## src/rtl/uart_frame_rx.sv

```systemverilog
// rtl/uart_frame_rx.sv - oversampling UART frame receiver feeding the LDPC stage through a small FIFO
module uart_frame_rx #(
  parameter int CLK_DIV    = 651,
  parameter int OVS        = 16,
  parameter int DATA_W     = 16,
  parameter int FIFO_DEPTH = 4,
  parameter int LSB_FIRST  = 1
) (
  input  logic                          clk,
  input  logic                          rst,
  input  logic                          rx,
  output logic [DATA_W-1:0]             out_data,
  output logic                          out_valid,
  input  logic                          out_ready,
  output logic                          frame_err,
  output logic                          overrun,
  output logic                          busy,
  output logic [$clog2(FIFO_DEPTH):0]   fifo_count
);

  localparam int DIV_W = $clog2(CLK_DIV);
  localparam int OVS_W = $clog2(OVS);
  localparam int BIT_W = $clog2(DATA_W + 1);
  localparam int PTR_W = $clog2(FIFO_DEPTH);
  localparam int CNT_W = PTR_W + 1;

  localparam logic [DIV_W-1:0] DIV_LAST  = DIV_W'(CLK_DIV - 1);
  localparam logic [OVS_W-1:0] OVS_HALF  = OVS_W'(OVS / 2 - 1);
  localparam logic [OVS_W-1:0] OVS_LAST  = OVS_W'(OVS - 1);
  localparam logic [BIT_W-1:0] BIT_LAST  = BIT_W'(DATA_W - 1);
  localparam logic [CNT_W-1:0] CNT_FULL  = CNT_W'(FIFO_DEPTH);

  typedef enum logic [2:0] {
    S_IDLE,
    S_START,
    S_DATA,
    S_STOP,
    S_WAIT_HI
  } state_t;

  // Input synchroniser and tick generator state
  logic               r_rx_meta;
  logic               r_rx_s;
  logic [DIV_W-1:0]   r_div_cnt;
  logic               w_tick;

  // Frame FSM state
  state_t             r_state;
  logic [OVS_W-1:0]   r_ovs_cnt;
  logic [BIT_W-1:0]   r_bit_cnt;
  logic [DATA_W-1:0]  r_shift;
  logic               r_frame_err;
  logic               r_busy;

  // Output FIFO state
  logic [DATA_W-1:0]  r_mem [FIFO_DEPTH];
  logic [PTR_W-1:0]   r_wr_ptr;
  logic [PTR_W-1:0]   r_rd_ptr;
  logic [CNT_W-1:0]   r_count;
  logic               r_overrun;

  logic               w_push;
  logic               w_pop;
  logic               w_full;
  logic               w_write;
  logic               w_valid;

  // Two-flop synchroniser; idles high so reset never looks like a start bit
  always_ff @(posedge clk or negedge rst) begin
    if (!rst) begin
      r_rx_meta <= 1'b1;
      r_rx_s    <= 1'b1;
    end else begin
      r_rx_meta <= rx;
      r_rx_s    <= r_rx_meta;
    end
  end

  // Free-running oversample divider; the last count is the tick
  always_ff @(posedge clk or negedge rst) begin
    if (!rst) begin
      r_div_cnt <= '0;
    end else if (r_div_cnt == DIV_LAST) begin
      r_div_cnt <= '0;
    end else begin
      r_div_cnt <= r_div_cnt + 1'b1;
    end
  end

  assign w_tick = (r_div_cnt == DIV_LAST);

  // A complete frame with a good stop bit is offered to the FIFO on the stop-centre tick
  assign w_push = (r_state == S_STOP) && w_tick && (r_ovs_cnt == OVS_LAST) && r_rx_s;

  // Frame FSM: start validation at half-bit, data and stop sampled at bit centres
  always_ff @(posedge clk or negedge rst) begin
    if (!rst) begin
      r_state     <= S_IDLE;
      r_ovs_cnt   <= '0;
      r_bit_cnt   <= '0;
      r_shift     <= '0;
      r_frame_err <= 1'b0;
      r_busy      <= 1'b0;
    end else begin
      r_frame_err <= 1'b0;
      if (w_tick) begin
        case (r_state)
          S_IDLE: begin
            if (!r_rx_s) begin
              r_state   <= S_START;
              r_ovs_cnt <= '0;
              r_busy    <= 1'b1;
            end
          end
          S_START: begin
            if (r_ovs_cnt == OVS_HALF) begin
              if (r_rx_s) begin
                // Line went back high before mid start bit: treat as noise
                r_state <= S_IDLE;
                r_busy  <= 1'b0;
              end else begin
                r_state   <= S_DATA;
                r_ovs_cnt <= '0;
                r_bit_cnt <= '0;
              end
            end else begin
              r_ovs_cnt <= r_ovs_cnt + 1'b1;
            end
          end
          S_DATA: begin
            if (r_ovs_cnt == OVS_LAST) begin
              r_ovs_cnt <= '0;
              if (LSB_FIRST != 0) begin
                r_shift <= {r_rx_s, r_shift[DATA_W-1:1]};
              end else begin
                r_shift <= {r_shift[DATA_W-2:0], r_rx_s};
              end
              if (r_bit_cnt == BIT_LAST) begin
                r_state   <= S_STOP;
                r_bit_cnt <= '0;
              end else begin
                r_bit_cnt <= r_bit_cnt + 1'b1;
              end
            end else begin
              r_ovs_cnt <= r_ovs_cnt + 1'b1;
            end
          end
          S_STOP: begin
            if (r_ovs_cnt == OVS_LAST) begin
              r_ovs_cnt <= '0;
              if (r_rx_s) begin
                r_state <= S_IDLE;
                r_busy  <= 1'b0;
              end else begin
                // Bad stop bit: flag it and wait for the line to recover before re-arming
                r_state     <= S_WAIT_HI;
                r_frame_err <= 1'b1;
              end
            end else begin
              r_ovs_cnt <= r_ovs_cnt + 1'b1;
            end
          end
          S_WAIT_HI: begin
            if (r_rx_s) begin
              r_state <= S_IDLE;
              r_busy  <= 1'b0;
            end
          end
          default: begin
            r_state <= S_IDLE;
            r_busy  <= 1'b0;
          end
        endcase
      end
    end
  end

  assign w_valid = (r_count != '0);
  assign w_full  = (r_count == CNT_FULL);
  assign w_pop   = w_valid && out_ready;
  // A full FIFO still takes the frame when the head leaves in the same clock
  assign w_write = w_push && (!w_full || w_pop);

  // Circular FIFO; pointers wrap naturally because the depth is a power of two
  always_ff @(posedge clk or negedge rst) begin
    if (!rst) begin
      for (int i = 0; i < FIFO_DEPTH; i++) begin
        r_mem[i] <= '0;
      end
      r_wr_ptr  <= '0;
      r_rd_ptr  <= '0;
      r_count   <= '0;
      r_overrun <= 1'b0;
    end else begin
      r_overrun <= w_push && !w_write;
      if (w_write) begin
        r_mem[r_wr_ptr] <= r_shift;
        r_wr_ptr        <= r_wr_ptr + 1'b1;
      end
      if (w_pop) begin
        r_rd_ptr <= r_rd_ptr + 1'b1;
      end
      case ({w_write, w_pop})
        2'b10:   r_count <= r_count + 1'b1;
        2'b01:   r_count <= r_count - 1'b1;
        default: r_count <= r_count;
      endcase
    end
  end

  assign out_valid  = w_valid;
  assign out_data   = w_valid ? r_mem[r_rd_ptr] : '0;
  assign frame_err  = r_frame_err;
  assign overrun    = r_overrun;
  assign busy       = r_busy;
  assign fifo_count = r_count;

endmodule
```

## config.mk

```make
export PLATFORM = sky130hd
export DESIGN_NAME = uart_frame_rx
export DESIGN_NICKNAME = d
export VERILOG_FILES = /design/src/rtl/uart_frame_rx.sv
export SDC_FILE = /design/constraint.sdc
export NUM_CORES = 1
export LEC_CHECK = 0
export CAP_MARGIN = 20
export CORE_MARGIN = 2
export CORE_UTILIZATION = 50
export DETAILED_ROUTE_END_ITERATION = 8
export GPL_ROUTABILITY_DRIVEN = 0
export HOLD_SLACK_MARGIN = 0.02
export PLACE_DENSITY = 0.68
export SYNTH_ARGS = -nofsm -noshare
export SYNTH_HDL_FRONTEND = slang
export SYNTH_SLANG_ARGS = --single-unit
```

## constraint.sdc

```tcl
create_clock -name clk -period 3.28 [get_ports clk]
set_input_delay 0.984 -clock clk [delete_from_list [all_inputs] [get_ports clk]]
set_output_delay 0.984 -clock clk [all_outputs]
set_load 0.02 [all_outputs]
```

==> flow_summary.yaml, run 1 <==
critical_path:
  worstSetupPathType: "reg -> out"
  path_cells: "buf_6, mux4_2, and2_1, dlygate4sd2_1"
  worst_ep_arrival_time_ns: 2.10
  reg2regPathDepth: 10
  end_kind: "output port"
  cp.depth: 4
  cp_top_family: "multiplexers"
  cpPeakStageDelay_ns: 0.54
  cp-start-kind: "flop"
  required_ns: 2.30
  crit_slowest_cell: "mux4_2"
  crit_buf_inv: 2
  path_max_fanout: 9
flow_run:
  max_cap_violations: 0
global_routing:
  grt_usage_pct: 20.1
  grt_first_pass_wirelength_mm: 17.9
  gr-total-overflow: 0
  grt_start_max_net_pins: 71
  grt_util_met1_pct: 25.8
  grt_use_met3_pct: 5.75
  antenna_found_initial: 0
  grt_pass1_vias: 3494
  grtUsageMet2_pct: 32.5
  grt_busiest_layer: "met2"
logic_synthesis:
  yosysWarnings: 0
  syn_inst: 391
  syn_nets: 405
  synth_seq_cells: 114
  synth_edf_count: 0
  synth_area_mm2: 0.00557
  synth_ff_type: "dfrtp_1"
  seq_area_frac_synth_pct: 51.3
  synthArstFlopShare_pct: 100
  synthDistinctLibCells: 57
  synth_area_per_cell_um2: 14.2
route:
  drc: 0
  first_pass_iters: 4
  viasPerCell: 5.53
  wl_per_cell_um: 18.1
  wl_mm: 10.6
  ant_nets: 0
  drt_iter0_markers: 128
  route.vias.total: 3229
placement:
  portBuffers: 26
  place_hpwl_mm: 6.63
  place_ws_ns: 0.112
pwr:
  p_total_uw: 3950
  ir_drop_v: 0.000442
  power_density_mw_per_mm2: 590
  leakage_uw: 0.00330
layout:
  fin_nets: 445
  area_growth_pct: 20.2
  diodes: 0
  layout-drive-gt1-share_pct: 29.5
min_path:
  min_path_cells: 0
  min_path_type: "reg -> reg"
clock_tree:
  cts_tree: "yes"
  cts_buffers: 17
  cts_hold_buf: 0
  cts-root-buf: "clkbuf_8"
  clock_path_buffers: 2
  htreeDepth: 4
  numClockSinks: 114
  clk_pin_slew_ns: 0.06
  cts_resized: 19
  insertion_delay_ns: 0.52
  cts_setup_buffers: 0
timing:
  rsz0062_at_grt: "no"
  finalMaxSlewViolations: 0
  fin_ws_ns: 0.191
  slew_headroom_pct: 56.9
  min_period_ns: 3.09
  finalCritPeriodShare_pct: 94.2
  max_freq_ghz: 0.324
  hold_violations: 0
  hold_ws_ns: 0.356
  skew_ns: 0.0107
  tns_ns: 0
  worst_slew_pin_slew_ns: 0.644
  finalSetupViolations: 0
floorplanning:
  start_util_pct: 51.4
  core-area_mm2: 0.0108
  row_count: 38
  fp.dieW_um: 110
  die-area_mm2: 0.0120
  pin_count: 27
  die_y_um: 110
status:
  outcome: "completed"
==> power breakdown <==
group	switching, µW	internal (µW)
clock	649	1330
combinational	273	218
sequential	35.7	1440
==> logic make-up (layout without fill, tap and decap cells) <==
family | count (synthesis) | count (layout) | synth area share (%)
flops | 114 | 114 | 51.3
mux | 103 | 103 | 26.7
simple gates | 94 | 94 | 11.4
buf+inv | 33 | 86 | 2.88
compound gates | 22 | 22 | 3.06
xor+xnor | 15 | 15 | 2.36
fa+ha+maj | 10 | 10 | 2.38
==> per-layer routing <==
| metal | part of all wire [%] | wire (µm) |
|---|---|---|
| met5 | 0 | 0 |
| met4 | 1.1 | 117 |
| met3 | 3.1 | 324 |
| met2 | 50 | 5270 |
| met1 | 46 | 4890 |
==> registers in the layout (all words and copies together), names as in the netlist, 3 cells and up <==
register / count
fifo_count: 3
r_bit_cnt: 5
r_div_cnt: 10
r_mem: 64
r_ovs_cnt: 4
r_shift: 16
r_state: 3
==> per-stage QoR <==
stage          area (µm²)  cells  utilization, %
6_report             6700    584            61.8
5_1_grt              6700    584            61.8
4_1_cts              6700    584            61.8
3_5_place_dp         6060    552            55.9
3_3_place_gp         6060    552            55.9
2_1_floorplan        5570    391               -
==> synthesized netlist by cell type (3+ instances only) <==
cell type | number | share of area, %
nand3_1 | 10 | 0.90
xnor2_1 | 10 | 1.6
xor2_1 | 5 | 0.79
mux2i_1 | 3 | 0.54
nand2_1 | 12 | 0.81
nand4_1 | 3 | 0.34
ha_1 | 9 | 2.0
inv_1 | 14 | 0.94
buf_6 | 4 | 0.81
nor2_1 | 11 | 0.74
nand3_4 | 4 | 1.3
mux4_2 | 16 | 6.5
nor3_1 | 6 | 0.54
and3_1 | 4 | 0.45
a21oi_1 | 4 | 0.36
mux2_1 | 30 | 6.1
clkbuf_1 | 11 | 0.74
mux2_2 | 14 | 2.8
or3_1 | 4 | 0.45
and2_1 | 17 | 1.9
mux2_4 | 40 | 11
dfrtp_1 | 112 | 50
or3b_2 | 3 | 0.47
==> layout by cell type (no fill, tap or decap), types with 3 or more instances in the layout <==
cell type	count
clkinvlp_4	3
mux4_2	16
and3_1	4
mux2_2	14
nand3_1	10
xnor2_1	10
nand4_1	3
xor2_1	5
bufinv_16	5
clkbuf_16	16
mux2_1	30
or3_1	3
inv_1	14
ha_1	9
buf_4	8
dlygate4sd2_1	16
nor3_1	6
a21oi_1	4
nand2_1	12
dfrtp_1	112
nor2_1	11
mux2_4	40
buf_12	5
and2_1	17
mux2i_1	3
clkinv_4	3
or3b_2	3
nand3_4	4
clkdlybuf4s50_1	9
==> final cells by class <==
type,instances,area (µm²)
Sequential cell,114,2860
Multi-Input combinational cell,244,2560
Fill cell,827,4150
Inverter,14,52.6
Timing Repair Buffer,40,413
Tap cell,140,175
Clock buffer,19,432
Clock inverter,13,209
==> final timing paths <==
kind	startpoint	endpoint	slack, ns
worst max-delay path	r_rd_ptr[0]	out_data[15]	0.19
worst min-delay path	r_rx_meta	r_rx_s	0.36
worst max register to register	r_ovs_cnt[0]	fifo_count[2]	0.69
worst min register to register	r_rx_meta	r_rx_s	0.36
max in group asynchronous	rst	r_rx_s	2.03
min in group asynchronous	rst	r_mem[14]	0.45
Note: power is estimated with default switching activity, not from simulation.
==> inputs of run 2 (changes only) <==
REMOVE_ABC_BUFFERS = 1   (was not set)
==> run 2 against run 1 <==
Against the previous run: critical path depth is the same; die area is the same; sequential power is essentially flat; non-clock buffer count is the same; critical path type unchanged; largest cell class unchanged; largest power group unchanged.
==> flow_summary.yaml, run 2 (synthesis gave the netlist of run 1 again) <==
layout:
  largest_reg_flops: 64
  top_regs: "r_mem: 64 flops, r_shift: 16 flops, r_div_cnt: 10 flops"
  layout_common_cells: "112 x dfrtp_1, 40 x mux2_4, 30 x mux2_1, 17 x and2_1"
  area_growth_pct: 19.3
  final_area_mm2: 0.00664
  diodes: 0
  fin_nets: 445
  regMostFlops: "r_mem"
  layout-drive-gt1-share_pct: 28.7
  fillers: 820
  fin_cells: 582
  mostFrequentLayoutCell: "dfrtp_1"
critical_path:
  path_max_fanout: 9
  cpPeakStageDelay_ns: 0.51
  worstSetupPathType: "reg -> out"
  crit_end: "out_data[14]"
  end_kind: "output port"
  cp-start-kind: "flop"
  reg2reg_to: "fifo_count[2]"
  worst_ep_arrival_time_ns: 2.11
  reg2regPathDepth: 10
  r2r_start: "r_ovs_cnt[0]"
  crit_slowest_cell: "mux4_2"
  required_ns: 2.30
  reg2reg_slack_ns: 0.64
  path_cells: "buf_6, mux4_2, and2_1, dlygate4sd2_1"
  worstSetupStartpoint: "r_rd_ptr[0]"
route:
  drc: 0
  drt_iter0_markers: 228
  viasPerCell: 5.50
  ant_nets: 0
  wl_per_cell_um: 17.9
  first_pass_iters: 4
  wl_mm: 10.4
  route.vias.total: 3203
floorplanning:
  core-area_mm2: 0.0108
  pin_count: 27
  start_util_pct: 51.4
  die-area_mm2: 0.0120
  fp.dieW_um: 110
  die_y_um: 110
  row_count: 38
timing:
  rsz0062_at_grt: "no"
  skew_ns: 0.00624
  max_freq_ghz: 0.324
  hold_violations: 0
  worst_slew_pin_slew_ns: 0.650
  tns_ns: 0
  finalMaxSlewViolations: 0
  slew_headroom_pct: 56.5
  finalSetupViolations: 0
  min_period_ns: 3.09
  finalCritPeriodShare_pct: 94.2
global_routing:
  grt_pass1_vias: 3448
  grt_first_pass_wirelength_mm: 17.9
  grt_usage_pct: 19.9
  antenna_found_initial: 0
  grt_start_max_net_pins: 46
  gr-total-overflow: 0
clock_tree:
  cts_setup_buffers: 0
  numClockSinks: 114
  clock_path_buffers: 2
  htreeDepth: 4
  insertion_delay_ns: 0.51
  cts_buffers: 17
  clk_pin_slew_ns: 0.05
  cts_tree: "yes"
  cts-root-buf: "clkbuf_8"
  cts_hold_buf: 0
placement:
  place_hpwl_mm: 6.61
  dp_cells: 552
  portBuffers: 26
  placed_area_mm2: 0.00606
pwr:
  power_density_mw_per_mm2: 543
  p_total_uw: 3600
  leakage_uw: 0.00346
  ir_drop_v: 0.000471
min_path:
  min_path_type: "reg -> reg"
status:
  outcome: "completed"
flow_run:
  max_cap_violations: 0
[run 2: cell count changes in the layout (fill, tap and decap cells not counted), sizes merged]
cell          change
dlygate4sd2      -14
dlymetal6s2s     +14
clkbuf            +5
bufinv            -4
clkinvlp          -3
[run 2: how the worst min path moves through the flow]
stage / from / end / slack, ns / cells past startpoint
6_report: r_rx_meta / r_rx_s / 0.36 / 0
5_1_grt: r_rx_meta / r_rx_s / 0.36 / 0
4_1_cts: r_rx_meta / r_rx_s / 0.36 / 0
3_5_place_dp: r_rx_meta / r_rx_s / 0.35 / 0
3_3_place_gp: r_rx_meta / r_rx_s / 0.35 / 0
2_1_floorplan: r_rx_meta / r_rx_s / 0.35 / 0
[run 2: metrics by stage]
| stage | setup slack (ns) | utilization (%) | hold slack (ns) |
|---|---|---|---|
| finish | 0.190 | 61.3 | 0.355 |
| global route | 0.113 | 61.3 | 0.362 |
| CTS | -0.0765 | 60.9 | 0.356 |
| detailed placement | 0.0503 | 55.9 | 0.348 |
| global placement | 0.216 | 55.9 | 0.346 |
| floorplan | 0.387 | - | 0.345 |
[run 2: timing repair]
item                                    in CTS  in global routing
endpoints found under the hold margin        0                  0
gates resized for setup                      3                 16
cloned                                       0                  0
endpoints found under the setup margin      17                 14
[run 2: per-layer routing]
metal | part of all wire [%] | global-route usage, %
met1 | 45 | 26.2
met2 | 50 | 31.7
met3 | 3.8 | 6.28
met4 | 1.1 | 5.70
met5 | 0 | 0
[run 2: layout make-up]
cell class	count	area [µm²]	area share (%)
Timing Repair Buffer	40	465	7.01
Clock inverter	6	55.1	0.829
Multi-Input combinational cell	244	2560	38.5
Sequential cell	114	2860	43.0
Clock buffer	24	480	7.23
Tap cell	140	175	2.64
Inverter	14	52.6	0.791
[run 2: worst max-delay path: cells and delay by family, from the launching register on]
kind,cells,cell delay [ns]
buffers and inverters,2,0.51
DFF,1,0.37
muxes,1,0.51
and+or+nand+nor,1,0.20
[run 2: power by group]
part	internal, µW	switching [µW]	total (µW)
sequential	1450	35.1	1480
clock	1070	586	1650
combinational	211	260	471
==> inputs of run 3 (changes only) <==
GPL_TIMING_DRIVEN = 0   (was not set)
SKIP_LAST_GASP = 1   (was not set)
SLEW_MARGIN = 20   (was not set)
==> run 3 against run 2 <==
Against the previous run: non-clock buffer count decreased by 11; setup slack got worse by 0.0072 ns; fmax decreased by 0.23%; die area unchanged; worst hold slack about the same; global-route usage fell by 0.64 points; largest power group unchanged; critical path depth unchanged; critical path type is now reg -> reg; final cell count shrank 1.5%; routed wire length down 1.3%; critical endpoint is now r_shift[7].
==> flow_summary.yaml, run 3 (synthesis gave the netlist of run 1 again) <==
clock_tree:
  clock_path_buffers: 2
  cts_buffers: 17
  insertion_delay_ns: 0.51
  clk_pin_slew_ns: 0.06
  cts-root-buf: "clkbuf_8"
  cts_tree: "yes"
  cts_hold_buf: 0
  htreeDepth: 4
  numClockSinks: 114
floorplanning:
  fp.dieW_um: 110
  pin_count: 27
  start_util_pct: 51.4
  die_y_um: 110
  row_count: 38
  die-area_mm2: 0.0120
  core-area_mm2: 0.0108
layout:
  area_growth_pct: 18.0
  largest_reg_flops: 64
  diodes: 0
  layout-drive-gt1-share_pct: 28.2
  top_regs: "r_mem: 64 flops, r_shift: 16 flops, r_div_cnt: 10 flops"
  utilization_pct: 60.6
  layout_common_cells: "110 x dfrtp_1, 40 x mux2_4, 30 x mux2_1, 17 x and2_1"
  mostFrequentLayoutCell: "dfrtp_1"
  regMostFlops: "r_mem"
  fin_nets: 434
timing:
  finalCritPeriodShare_pct: 94.4
  worst_slew_pin_slew_ns: 0.884
  hold_violations: 0
  rsz0062_at_grt: "no"
  hold_ws_ns: 0.356
  slew_headroom_pct: 40.2
  finalMaxSlewViolations: 0
  fin_ws_ns: 0.183
  finalSetupViolations: 0
  tns_ns: 0
  skew_ns: 0.0120
  min_period_ns: 3.10
  max_freq_ghz: 0.323
global_routing:
  grt_start_max_net_pins: 78
  grt_pass1_vias: 3386
  grt_usage_pct: 19.2
  grt_first_pass_wirelength_mm: 17.2
  gr-total-overflow: 0
  antenna_found_initial: 0
pwr:
  ir_drop_v: 0.000392
  leakage_uw: 0.00323
  power_density_mw_per_mm2: 591
route:
  first_pass_iters: 4
  route.vias.total: 3205
  viasPerCell: 5.59
  drc: 0
  ant_nets: 0
  drt_iter0_markers: 144
  wl_per_cell_um: 17.9
  wl_mm: 10.3
critical_path:
  r2r_start: "r_div_cnt[5]"
  crit_slowest_cell: "and3_1"
  worstSetupStartpoint: "r_div_cnt[5]"
  reg2regPathDepth: 4
  path_max_fanout: 16
  reg2reg_slack_ns: 0.18
  reg2reg_to: "r_shift[7]"
  path_cells: "or4b_4, nor3_2, and3_1, mux2_2"
  worstSetupPathType: "reg -> reg"
  cpPeakStageDelay_ns: 0.84
  cp-start-kind: "flop"
  worst_ep_arrival_time_ns: 3.49
  required_ns: 3.67
  end_kind: "flop"
min_path:
  min_path_type: "in -> async"
flow_run:
  max_cap_violations: 0
placement:
  portBuffers: 26
  place_hpwl_mm: 6.10
  place_ws_ns: -0.314
status:
  outcome: "completed"
==> run 3: changes by cell type in the layout (fill, tap and decap cells not counted), moves of 3 or more <==
| cell | delta |
|---|---|
| dlygate4sd2_1 | +13 |
| buf_4 | -8 |
| dlymetal6s2s_1 | -13 |
| buf_12 | -4 |
| bufinv_16 | +3 |
==> run 3: cell type report <==
type	count	area, µm²
clock inverter	10	155
clock buffer	22	463
sequential	114	2860
inverter	14	52.6
multi-input combinational	244	2560
tap	140	175
timing repair buffer	29	304
fill	840	4270
==> run 3: power breakdown <==
group	leakage, µW	internal [µW]	switching (µW)
Combinational	0.00137	212	220
Sequential	0.00156	1450	86.6
Clock	0.000301	1290	630
==> run 3: layer usage <==
layer / share of wire (%) / global-route usage, % / vias to the layer above
met1: 47 / 25.3 / 1667
met5: 0 / 0 / -
met3: 2.5 / 5.93 / 10
met4: 0.98 / 5.52 / 0
li1: - / - / 1484
met2: 50 / 30.9 / 44
==> run 3: repair_timing <==
item,CTS,global route
resized for setup,18,1
pin swaps,0,0
buffers inserted,2,0
setup endpoints to repair,17,1
==> run 3: stage by stage <==
stage               instance area (µm²)  power [µW]  cells
global route                       6570        4040    573
global placement                   5900        1930    538
finish                             6570        3890    573
detailed placement                 5930        1940    539
floorplan                          5460        1770    372
CTS                                6570        3920    573
==> run 3: worst max-delay path: cells and delay by family (launching register included) <==
family	cells	cell delay [ns]
and+or+nand+nor	3	2.12
DFF	1	0.43
muxes	1	0.42
==> run 3: worst max path at each step <==
| stage | end | slack (ns) | cells past startpoint |
|---|---|---|---|
| 6_report | r_shift[7] | 0.18 | 4 |
| 5_1_grt | r_shift[7] | 0.006 | 4 |
| 4_1_cts | out_data[14] | -0.05 | 4 |
| 3_5_place_dp | fifo_count[2] | -0.31 | 11 |
| 3_3_place_gp | r_div_cnt[4] | -3.07 | 1 |
| 2_1_floorplan | r_shift[0] | 0.39 | 4 |
